`src/rtl/pipe_hazard_ctrl_if.sv`:
```
// Hazard-control bundle between the pipeline datapath and pipe_hazard_ctrl.
// master = pipeline side (drives hazard sources), slave = control unit.
interface pipe_hazard_ctrl_if #(
  parameter int CNT_W = 16
);
  logic [4:0]       id_src1;
  logic [4:0]       id_src2;
  logic             id_two_src;
  logic [4:0]       ex_dest;
  logic             ex_wb_en;
  logic             ex_mem_r_en;
  logic [4:0]       mem_dest;
  logic             mem_wb_en;
  logic             br_taken;
  logic             mem_req;
  logic             mem_ready;
  logic             freeze_if;
  logic             flush_if_id;
  logic             flush_id_ex;
  logic             freeze_all;
  logic             mem_timeout;
  logic [1:0]       state;
  logic [CNT_W-1:0] stall_cnt;
  logic [CNT_W-1:0] flush_cnt;

  modport master (
    output id_src1, id_src2, id_two_src, ex_dest, ex_wb_en, ex_mem_r_en,
           mem_dest, mem_wb_en, br_taken, mem_req, mem_ready,
    input  freeze_if, flush_if_id, flush_id_ex, freeze_all, mem_timeout,
           state, stall_cnt, flush_cnt
  );

  modport slave (
    input  id_src1, id_src2, id_two_src, ex_dest, ex_wb_en, ex_mem_r_en,
           mem_dest, mem_wb_en, br_taken, mem_req, mem_ready,
    output freeze_if, flush_if_id, flush_id_ex, freeze_all, mem_timeout,
           state, stall_cnt, flush_cnt
  );
endinterface

```
`src/rtl/pipe_hazard_ctrl.sv`:
```
// Pipeline control for the 5-stage core: RAW/load-use stalls, branch flush,
// multicycle memory wait with watchdog, saturating stall/flush counters.
module pipe_hazard_ctrl #(
  parameter bit FWD_EN  = 1'b1,
  parameter int TIMEOUT = 15,
  parameter int CNT_W   = 16
)(
  input logic               clk,
  input logic               rst,
  pipe_hazard_ctrl_if.slave hz
);

  typedef enum logic [1:0] {RUN = 2'd0, MEM_WAIT = 2'd1, ERROR = 2'd2} state_t;

  state_t           state_q, state_nxt;
  logic [7:0]       wait_cnt, wait_nxt;
  logic             timeout_q;
  logic [CNT_W-1:0] stall_q, flush_q;
  logic             raw_ex, raw_mem, hazard;
  logic             frz_if, fl_if_id, fl_id_ex, frz_all;

  // Register 0 is hardwired zero, so it never forms a dependency.
  assign raw_ex  = hz.ex_wb_en && (hz.ex_dest != 5'd0) &&
                   ((hz.ex_dest == hz.id_src1) || (hz.id_two_src && (hz.ex_dest == hz.id_src2)));
  assign raw_mem = hz.mem_wb_en && (hz.mem_dest != 5'd0) &&
                   ((hz.mem_dest == hz.id_src1) || (hz.id_two_src && (hz.mem_dest == hz.id_src2)));
  // With forwarding only a load in EX cannot be bypassed in time.
  assign hazard  = FWD_EN ? (raw_ex && hz.ex_mem_r_en) : (raw_ex || raw_mem);

  // Next state and control outputs; branch/hazard rules share one path for
  // RUN and the completing MEM_WAIT cycle.
  always_comb begin
    state_nxt = state_q;
    wait_nxt  = wait_cnt;
    frz_if    = 1'b0;
    fl_if_id  = 1'b0;
    fl_id_ex  = 1'b0;
    frz_all   = 1'b0;
    unique case (state_q)
      RUN: begin
        if (hz.mem_req && !hz.mem_ready) begin
          frz_all   = 1'b1;
          state_nxt = MEM_WAIT;
          wait_nxt  = 8'd0;
        end else if (hz.br_taken) begin
          fl_if_id = 1'b1;
          fl_id_ex = 1'b1;
        end else if (hazard) begin
          frz_if   = 1'b1;
          fl_id_ex = 1'b1;
        end
      end
      MEM_WAIT: begin
        if (!hz.mem_ready) begin
          frz_all  = 1'b1;
          wait_nxt = wait_cnt + 8'd1;
          if (wait_cnt == 8'(TIMEOUT - 1)) state_nxt = ERROR;
        end else begin
          state_nxt = RUN;
          if (hz.br_taken) begin
            fl_if_id = 1'b1;
            fl_id_ex = 1'b1;
          end else if (hazard) begin
            frz_if   = 1'b1;
            fl_id_ex = 1'b1;
          end
        end
      end
      ERROR: frz_all = 1'b1;
      default: state_nxt = RUN;
    endcase
    // Reset must not leave the pipeline frozen or flushed.
    if (rst) begin
      frz_if   = 1'b0;
      fl_if_id = 1'b0;
      fl_id_ex = 1'b0;
      frz_all  = 1'b0;
    end
  end

  // State, watchdog counter and sticky timeout flag.
  always_ff @(posedge clk or posedge rst) begin
    if (rst) begin
      state_q   <= RUN;
      wait_cnt  <= 8'd0;
      timeout_q <= 1'b0;
    end else begin
      state_q   <= state_nxt;
      wait_cnt  <= wait_nxt;
      if (state_nxt == ERROR) timeout_q <= 1'b1;
    end
  end

  // Saturating performance counters.
  always_ff @(posedge clk or posedge rst) begin
    if (rst) begin
      stall_q <= '0;
      flush_q <= '0;
    end else begin
      if ((frz_if || frz_all) && (stall_q != '1)) stall_q <= stall_q + CNT_W'(1);
      if (fl_if_id && (flush_q != '1))            flush_q <= flush_q + CNT_W'(1);
    end
  end

  assign hz.freeze_if   = frz_if;
  assign hz.flush_if_id = fl_if_id;
  assign hz.flush_id_ex = fl_id_ex;
  assign hz.freeze_all  = frz_all;
  assign hz.mem_timeout = timeout_q;
  assign hz.state       = state_q;
  assign hz.stall_cnt   = stall_q;
  assign hz.flush_cnt   = flush_q;

endmodule

```
`src/flat_wrapper.sv`:
```
// flat-port wrapper written by rule: the top's interface ports become plain ports
module pipe_hazard_ctrl_flat 
#(
  parameter bit FWD_EN  = 1'b1,
  parameter int TIMEOUT = 15,
  parameter int CNT_W   = 16
)
  (clk, rst, hz_id_src1, hz_id_src2, hz_id_two_src, hz_ex_dest, hz_ex_wb_en, hz_ex_mem_r_en, hz_mem_dest, hz_mem_wb_en, hz_br_taken, hz_mem_req, hz_mem_ready, hz_freeze_if, hz_flush_if_id, hz_flush_id_ex, hz_freeze_all, hz_mem_timeout, hz_state, hz_stall_cnt, hz_flush_cnt);
  pipe_hazard_ctrl_if #(.CNT_W(CNT_W)) hz_i ();
  input logic clk;
  input logic rst;
  input wire logic [$bits(hz_i.id_src1)-1:0] hz_id_src1;
  input wire logic [$bits(hz_i.id_src2)-1:0] hz_id_src2;
  input wire logic [$bits(hz_i.id_two_src)-1:0] hz_id_two_src;
  input wire logic [$bits(hz_i.ex_dest)-1:0] hz_ex_dest;
  input wire logic [$bits(hz_i.ex_wb_en)-1:0] hz_ex_wb_en;
  input wire logic [$bits(hz_i.ex_mem_r_en)-1:0] hz_ex_mem_r_en;
  input wire logic [$bits(hz_i.mem_dest)-1:0] hz_mem_dest;
  input wire logic [$bits(hz_i.mem_wb_en)-1:0] hz_mem_wb_en;
  input wire logic [$bits(hz_i.br_taken)-1:0] hz_br_taken;
  input wire logic [$bits(hz_i.mem_req)-1:0] hz_mem_req;
  input wire logic [$bits(hz_i.mem_ready)-1:0] hz_mem_ready;
  output wire logic [$bits(hz_i.freeze_if)-1:0] hz_freeze_if;
  output wire logic [$bits(hz_i.flush_if_id)-1:0] hz_flush_if_id;
  output wire logic [$bits(hz_i.flush_id_ex)-1:0] hz_flush_id_ex;
  output wire logic [$bits(hz_i.freeze_all)-1:0] hz_freeze_all;
  output wire logic [$bits(hz_i.mem_timeout)-1:0] hz_mem_timeout;
  output wire logic [$bits(hz_i.state)-1:0] hz_state;
  output wire logic [$bits(hz_i.stall_cnt)-1:0] hz_stall_cnt;
  output wire logic [$bits(hz_i.flush_cnt)-1:0] hz_flush_cnt;
  assign hz_i.id_src1 = hz_id_src1;
  assign hz_i.id_src2 = hz_id_src2;
  assign hz_i.id_two_src = hz_id_two_src;
  assign hz_i.ex_dest = hz_ex_dest;
  assign hz_i.ex_wb_en = hz_ex_wb_en;
  assign hz_i.ex_mem_r_en = hz_ex_mem_r_en;
  assign hz_i.mem_dest = hz_mem_dest;
  assign hz_i.mem_wb_en = hz_mem_wb_en;
  assign hz_i.br_taken = hz_br_taken;
  assign hz_i.mem_req = hz_mem_req;
  assign hz_i.mem_ready = hz_mem_ready;
  assign hz_freeze_if = hz_i.freeze_if;
  assign hz_flush_if_id = hz_i.flush_if_id;
  assign hz_flush_id_ex = hz_i.flush_id_ex;
  assign hz_freeze_all = hz_i.freeze_all;
  assign hz_mem_timeout = hz_i.mem_timeout;
  assign hz_state = hz_i.state;
  assign hz_stall_cnt = hz_i.stall_cnt;
  assign hz_flush_cnt = hz_i.flush_cnt;
  pipe_hazard_ctrl #(.FWD_EN(FWD_EN), .TIMEOUT(TIMEOUT), .CNT_W(CNT_W)) u_core (.clk(clk), .rst(rst), .hz(hz_i));
endmodule
```
`config.mk`:
```
export PLATFORM = sky130hd
export DESIGN_NAME = pipe_hazard_ctrl_flat
export DESIGN_NICKNAME = d
export VERILOG_FILES = /design/src/rtl/pipe_hazard_ctrl_if.sv /design/src/rtl/pipe_hazard_ctrl.sv /design/src/flat_wrapper.sv
export SDC_FILE = /design/constraint.sdc
export NUM_CORES = 1
export LEC_CHECK = 0
export BUFFER_PORTS_ARGS = -buffer_cell sky130_fd_sc_hd__buf_2
export CORE_MARGIN = 1
export CORE_UTILIZATION = 25
export CTS_CLUSTER_SIZE = 10
export DETAILED_ROUTE_END_ITERATION = 7
export PLACE_DENSITY = 0.53
export SLEW_MARGIN = 10
export SYNTH_ARGS = -nofsm -noshare
export SYNTH_HDL_FRONTEND = slang
export SYNTH_SLANG_ARGS = --single-unit
```
`constraint.sdc`:
```
create_clock -name clk -period 1.75 [get_ports clk]
set_input_delay 0.2625 -clock clk [delete_from_list [all_inputs] [get_ports clk]]
set_output_delay 0.2625 -clock clk [all_outputs]
set_load 0.01 [all_outputs]
```
==> impl_metrics.env, run 1 <==
export IMPL_status="completed"
export IMPL_hp_class="in2async"
export IMPL_cts_max_level=2
export IMPL_rows=34
export IMPL_yosys_area_top_type="dfrtp_1"
export IMPL_crit_path_max_fanout=3
export IMPL_die_h_um=96.5
export IMPL_ios=68
export IMPL_syn_num_nets=255
export IMPL_finalSetupViolations=0
export IMPL_synthTopCellsByCount="dfrtp_1, nand2_1, xor2_1"
export IMPL_grt_pass1_vias=1956
export IMPL_die_area_um2=9310
export IMPL_overflow=0
export IMPL_gp_congestion=0.758
export IMPL_syn_inst=222
export IMPL_ctsRootBufferMaster="clkbuf_8"
export IMPL_antenna_left=0
export IMPL_synth_top_area_share_pct=48.2
export IMPL_grt_setup_unrepaired="yes"
export IMPL_drive_gt1_share_pct=45.9
export IMPL_antenna_found_initial=0
export IMPL_cp_required_ns=1.49
export IMPL_synth_edf_count=0
export IMPL_cp_slowest_cell="or4_4"
export IMPL_vias=1997
export IMPL_holdWs_ns=0.133
export IMPL_dpl_hpwl_um=4270
export IMPL_async_flop_share_pct=100
export IMPL_synthMostInstantiatedCell="dfrtp_1"
export IMPL_path_clk_slew_ns=0.09
export IMPL_drc_errors=0
export IMPL_yosysWarnings=0
export IMPL_cp_arrival_ns=1.47
export IMPL_clk_path_buf_depth=2
export IMPL_critical_path_buf_inv_count=2
export IMPL_cpPeakStageDelay_ns=0.54
export IMPL_ys_flop_type="dfrtp_1"
export IMPL_p_leak_nw=1.64
export IMPL_viasPerCell=4.44
export IMPL_n_antenna_cell=0
export IMPL_layout_min_cycle_time_ns=1.73
export IMPL_cts_tree="built"
export IMPL_grt_pass1_wl_um=8910
export IMPL_worst_pin_slew_ns=0.621
export IMPL_io_buffers=61
export IMPL_cts_made_buffers=5
export IMPL_irDropWorstVdd_v=0.000402
export IMPL_fin_crit_sh_pct=98.9
export IMPL_worst_slew_margin_rel_pct=58.3
export IMPL_drv_cap=0
export IMPL_synth_seq_cells=43
export IMPL_die_w_um=96.5
export IMPL_end_kind="primary output"
export IMPL_fmax_ghz=0.578
export IMPL_synthTopCellsByArea="dfrtp_1, xor2_1, xnor2_1"
export IMPL_mappedNetlistArea_um2=2230
export IMPL_powerDensity_nw_per_um2=854
export IMPL_totalPowerFinal_mw=2.92
export IMPL_report_final_slew_viol_count=0
export IMPL_crit_path_start_kind="input pin"
export IMPL_crit_type="in2out"
export IMPL_drt_iter0_markers=64
export IMPL_grt_usage_pct=12.4
export IMPL_syn_area_per_cell_um2=10.0
export IMPL_clkSinkCount=43
export IMPL_skew_ns=0.00951
export IMPL_hold_violations=0
export IMPL_seq_area_frac_synth_pct=48.2
export IMPL_grt_max_degree=21
export IMPL_synth_cell_types=37
export IMPL_wire_per_inst_um=12.3
export IMPL_drt_pass1_iterations=4
export IMPL_area_growth_syn_to_layout_pct=53.4
export IMPL_cts_hold_fix_buffers=0
export IMPL_initial_core_util_pct=25.7
export IMPL_core_area_um2=8680
export IMPL_clock_latency_ns=0.29
export IMPL_nNetsFinal=374
export IMPL_wl_um=5550
export IMPL_finish_utilization_pct=39.4
export IMPL_cp_top_family="simple AND/OR/NAND/NOR gates"
export IMPL_crit_chain="buf_6 -> or4_4 -> o211ai_4 -> nor3_4 -> and2_1 -> buf_2"
-- worst min-delay path, delay by kind of cell --
family | cells | cell delay [ns]
buffers and inverters | 3 | 0.61
-- cell families (layout without fill, tap and decap cells) --
group                      count (synthesis)  in the layout  synth area share [%]
AOI/OAI and AO/OA                         17             17                  5.16
xor gates and xnor gates                  42             42                  16.5
adders and majority gates                  4              4                  2.24
buffers and inverters                     11            131                  2.19
DFF                                       43             43                  48.2
muxes                                      3              3                  1.51
and+or+nand+nor                          102            102                  24.2
-- layout make-up --
cell class / count / area (um2)
clock buffer: 7 / 86.3
clock inverter: 1 / 5.00
fill: 902 / 5260
inverter: 10 / 37.5
multi-input combinational: 168 / 1330
sequential: 43 / 1080
tap: 108 / 135
timing repair buffer: 113 / 748
-- path summary, 6_finish.rpt --
kind / start / to / slack, ns / depth (start not counted)
min reg2reg: u_core.hz.stall_cnt[14] / u_core.hz.stall_cnt[14] / 0.49 / 1
max reg2reg: u_core.hz.state[1] / u_core.hz.stall_cnt[14] / 0.03 / 8
min: rst / u_core.wait_cnt[4] / 0.13 / 3
max in group asynchronous: rst / u_core.hz.stall_cnt[1] / 1.10 / 4
min in group clk: hz_mem_ready / u_core.hz.state[0] / 0.44 / 5
max: hz_ex_dest[2] / hz_freeze_if / 0.02 / 6
-- placed cells by master, fill, tap and decap left out, types with 3 or more instances in the layout --
master | Yosys | routed
buf_2 | 0 | 57
buf_4 | 0 | 48
and3_1 | 4 | 4
xor2_1 | 22 | 22
inv_1 | 10 | 7
xnor2_1 | 20 | 20
nor3_1 | 5 | 3
a21oi_1 | 5 | 4
or3_1 | 3 | 3
clkbuf_8 | 0 | 6
nand2_1 | 29 | 28
nor4_4 | 0 | 6
buf_6 | 1 | 6
o21ai_0 | 4 | 3
nand4_1 | 10 | 10
nor2_4 | 0 | 3
nor2_1 | 18 | 15
nand3_1 | 9 | 8
ha_1 | 4 | 4
dfrtp_1 | 43 | 41
-- layer usage --
layer  vias up  routed length (um)  GRT usage [%]
met2        45                2600           20.5
met3         5                 283           2.90
met1       943                2620           16.4
met4         0                  51           2.94
li1       1004                   -              -
met5         -                   0              0
-- per-stage QoR --
stage,cell area [um2],cells,setup WS (ns),setup TNS (ns)
floorplan,2280,222,-0.0166,-0.0166
global placement,3060,435,-0.193,-2.53
detailed placement,3060,435,-0.191,-2.56
CTS,3230,444,-0.00785,-0.00785
global route,3420,450,-0.0987,-0.542
finish,3420,450,0.0199,0
-- where the power goes --
| part | switching (mW) | leakage (nW) | total (mW) | internal, mW |
|---|---|---|---|---|
| logic | 0.491 | 1.06 | 0.959 | 0.467 |
| registers | 0.154 | 0.539 | 1.31 | 1.16 |
| clock network | 0.334 | 0.0482 | 0.652 | 0.319 |
| total | 0.979 | 1.64 | 2.92 | 1.94 |
-- flip-flops by register name, indices dropped and copies added (netlist names) --
name                   flops
u_core.hz.stall_cnt       16
u_core.wait_cnt            8
u_core.hz.flush_cnt       16
u_core.hz.state            2
u_core.hz.mem_timeout      1
-- what timing repair did --
item / in CTS / in global routing
setup buffers: 1 / 6
pin swaps: 7 / 7
endpoints found under the setup margin: 13 / 26
gates resized for setup: 16 / 25
gates cloned: 0 / 0
(Power assumes the default switching activity.)
==> inputs of run 2 (changes only) <==
--- a/config.mk
+++ b/config.mk
@@ -10,7 +10,8 @@
 export CORE_UTILIZATION = 25
 export CTS_CLUSTER_SIZE = 10
 export DETAILED_ROUTE_END_ITERATION = 7
-export PLACE_DENSITY = 0.53
+export PLACE_DENSITY = 0.52
+export RECOVER_POWER = 25
 export SLEW_MARGIN = 10
 export SYNTH_ARGS = -nofsm -noshare
 export SYNTH_HDL_FRONTEND = slang
==> constraint.sdc (replaced) <==
create_clock -name clk -period 1.8 [get_ports clk]
set_input_delay 0.27 -clock clk [delete_from_list [all_inputs] [get_ports clk]]
set_output_delay 0.27 -clock clk [all_outputs]
set_load 0.01 [all_outputs]
==> run 2 against run 1 <==
  * Worst setup slack improved by 0.021 ns
  * Clock-buffer cell count fell by 1
  * Largest power group unchanged
  * First-iteration DRC count increased by 95%
  * Highest routed layer unchanged
  * Critical path type unchanged
  * Critical endpoint is now hz_flush_id_ex
==> impl_metrics.env, run 2 (synthesized netlist as in run 1, its figures left out) <==
export IMPL_clk_path_buf_depth=2
export IMPL_cp_slowest_cell="or4_4"
export IMPL_cts_max_level=2
export IMPL_holdWs_ns=0.0217
export IMPL_irDropWorstVdd_v=0.000443
export IMPL_regArea_um2=1080
export IMPL_layout_commonest_cell="buf_2"
export IMPL_rrSetupSlack_ns=0.09
export IMPL_overflow=0
export IMPL_ios=68
export IMPL_nNetsFinal=369
export IMPL_layout_common_cells="buf_2, dfrtp_1, buf_4, nand2_1, xor2_1"
export IMPL_fill_cells=895
export IMPL_worst_pin_slew_ns=1.15
export IMPL_cts_hold_fix_buffers=0
export IMPL_grt_setup_unrepaired="yes"
export IMPL_io_buffers=61
export IMPL_finalNonFillerCells=445
export IMPL_dp_cells=431
export IMPL_antenna_left=0
export IMPL_die_area_um2=9310
export IMPL_crit_path_start_kind="input pin"
export IMPL_crit_type="in2out"
export IMPL_viasPerCell=4.50
export IMPL_p_leak_nw=1.61
export IMPL_grt_usage_pct=11.7
export IMPL_cts_made_buffers=5
export IMPL_antenna_found_initial=0
export IMPL_fin_crit_sh_pct=97.7
export IMPL_crit_chain="buf_6 -> or4_4 -> o211ai_4 -> inv_2 -> a21oi_2 -> nor2_1 -> buf_2"
export IMPL_rows=34
export IMPL_status="completed"
export IMPL_hold_violations=0
export IMPL_path_clk_slew_ns=0.08
export IMPL_initial_core_util_pct=25.7
export IMPL_drt_iter0_markers=125
export IMPL_drc_errors=0
export IMPL_clkSinkCount=43
export IMPL_wire_per_inst_um=12.5
export IMPL_grt_max_degree=22
export IMPL_critical_path_buf_inv_count=3
export IMPL_wl_um=5560
export IMPL_grt_pass1_vias=1851
export IMPL_drive_gt1_share_pct=44.5
export IMPL_area_growth_syn_to_layout_pct=49.4
export IMPL_drv_cap=0
export IMPL_cp_arrival_ns=1.49
export IMPL_fmax_ghz=0.568
export IMPL_end_kind="primary output"
export IMPL_cp_required_ns=1.53
export IMPL_core_area_um2=8680
export IMPL_dpl_hpwl_um=4110
export IMPL_cpPeakStageDelay_ns=0.54
export IMPL_drt_pass1_iterations=4
export IMPL_cp_top_family="simple AND/OR/NAND/NOR gates"
export IMPL_powerDensity_nw_per_um2=842
export IMPL_crit_path_max_fanout=2
export IMPL_cts_tree="built"
export IMPL_layout_min_cycle_time_ns=1.76
export IMPL_die_h_um=96.5
export IMPL_reg2reg_to="u_core.hz.stall_cnt[9]"
export IMPL_die_w_um=96.5
export IMPL_report_final_slew_viol_count=0
export IMPL_vias=2004
export IMPL_gp_congestion=0.746
export IMPL_worst_slew_margin_rel_pct=23.2
export IMPL_n_antenna_cell=0
export IMPL_hp_class="in2async"
export IMPL_finalSetupViolations=0
export IMPL_clock_latency_ns=0.29
export IMPL_grt_pass1_wl_um=8470
export IMPL_ctsRootBufferMaster="clkbuf_8"
export IMPL_multi_input_area_um2=1320
export IMPL_r2r_start="u_core.hz.state[1]"
export IMPL_reg2reg_depth=8
export IMPL_skew_ns=0.00750
run 2: metal layers:
| metal | vias to the layer above | track usage, % | routed length (um) |
|---|---|---|---|
| li1 | 988 | - | - |
| met1 | 969 | 15.7 | 2660 |
| met2 | 43 | 18.8 | 2610 |
| met3 | 4 | 2.35 | 238 |
| met4 | 0 | 3.68 | 55 |
| met5 | - | 0 | 0 |
run 2: worst max-delay path by stage:
stage                  startpoint                       to  slack, ns  cells after the start
2_1_floorplan  u_core.hz.state[1]  u_core.hz.stall_cnt[12]      -0.01                      6
3_3_place_gp        hz_ex_dest[3]  u_core.hz.stall_cnt[12]      -0.17                      7
3_5_place_dp        hz_ex_dest[3]   u_core.hz.stall_cnt[5]      -0.19                      8
4_1_cts             hz_ex_dest[3]           hz_flush_id_ex     -0.005                      7
5_1_grt        u_core.hz.state[0]           hz_flush_if_id      -0.08                      5
6_report            hz_ex_dest[2]           hz_flush_id_ex       0.04                      7
run 2: area by class of cell:
type | count | share of cell area (%)
clock buffers | 6 | 2.18
clock inverters | 2 | 0.375
repair buffers | 108 | 20.5
flip-flops and latches | 43 | 32.3
well taps | 108 | 4.05
inverters | 10 | 1.13
multi-input cells | 168 | 39.5
run 2: tightest hold or removal path: stages:
cell	delay, ns
clkbuf_1	0.09
clkbuf_1	0.13
clkinv_1	0.19
run 2: metrics by stage:
step / total power [mW] / utilization [%] / setup slack (ns) / TNS, ns / cell area, um2
after CTS: 2.80 / 36.2 / -0.00496 / -0.00941 / 3140
final: 2.81 / 38.4 / 0.0408 / 0 / 3330
after floorplan: 1.69 / - / -0.0132 / -0.0132 / 2250
after detailed placement: 2.16 / 34.5 / -0.193 / -2.47 / 3000
after global routing: 3.01 / 38.4 / -0.0759 / -0.229 / 3330
after global placement: 2.14 / 34.5 / -0.174 / -2.34 / 3000
run 2: timing repair:
| action | in CTS | in global routing |
|---|---|---|
| endpoints found under the setup margin | 10 | 26 |
| pin swaps | 5 | 23 |
| setup buffers | 2 | 4 |
| resized for setup | 8 | 35 |
run 2: power by group:
group | internal, mW | total (mW) | switching [mW]
clock network | 0.272 | 0.603 | 0.332
registers | 1.12 | 1.27 | 0.141
logic | 0.457 | 0.937 | 0.480
total | 1.85 | 2.81 | 0.952
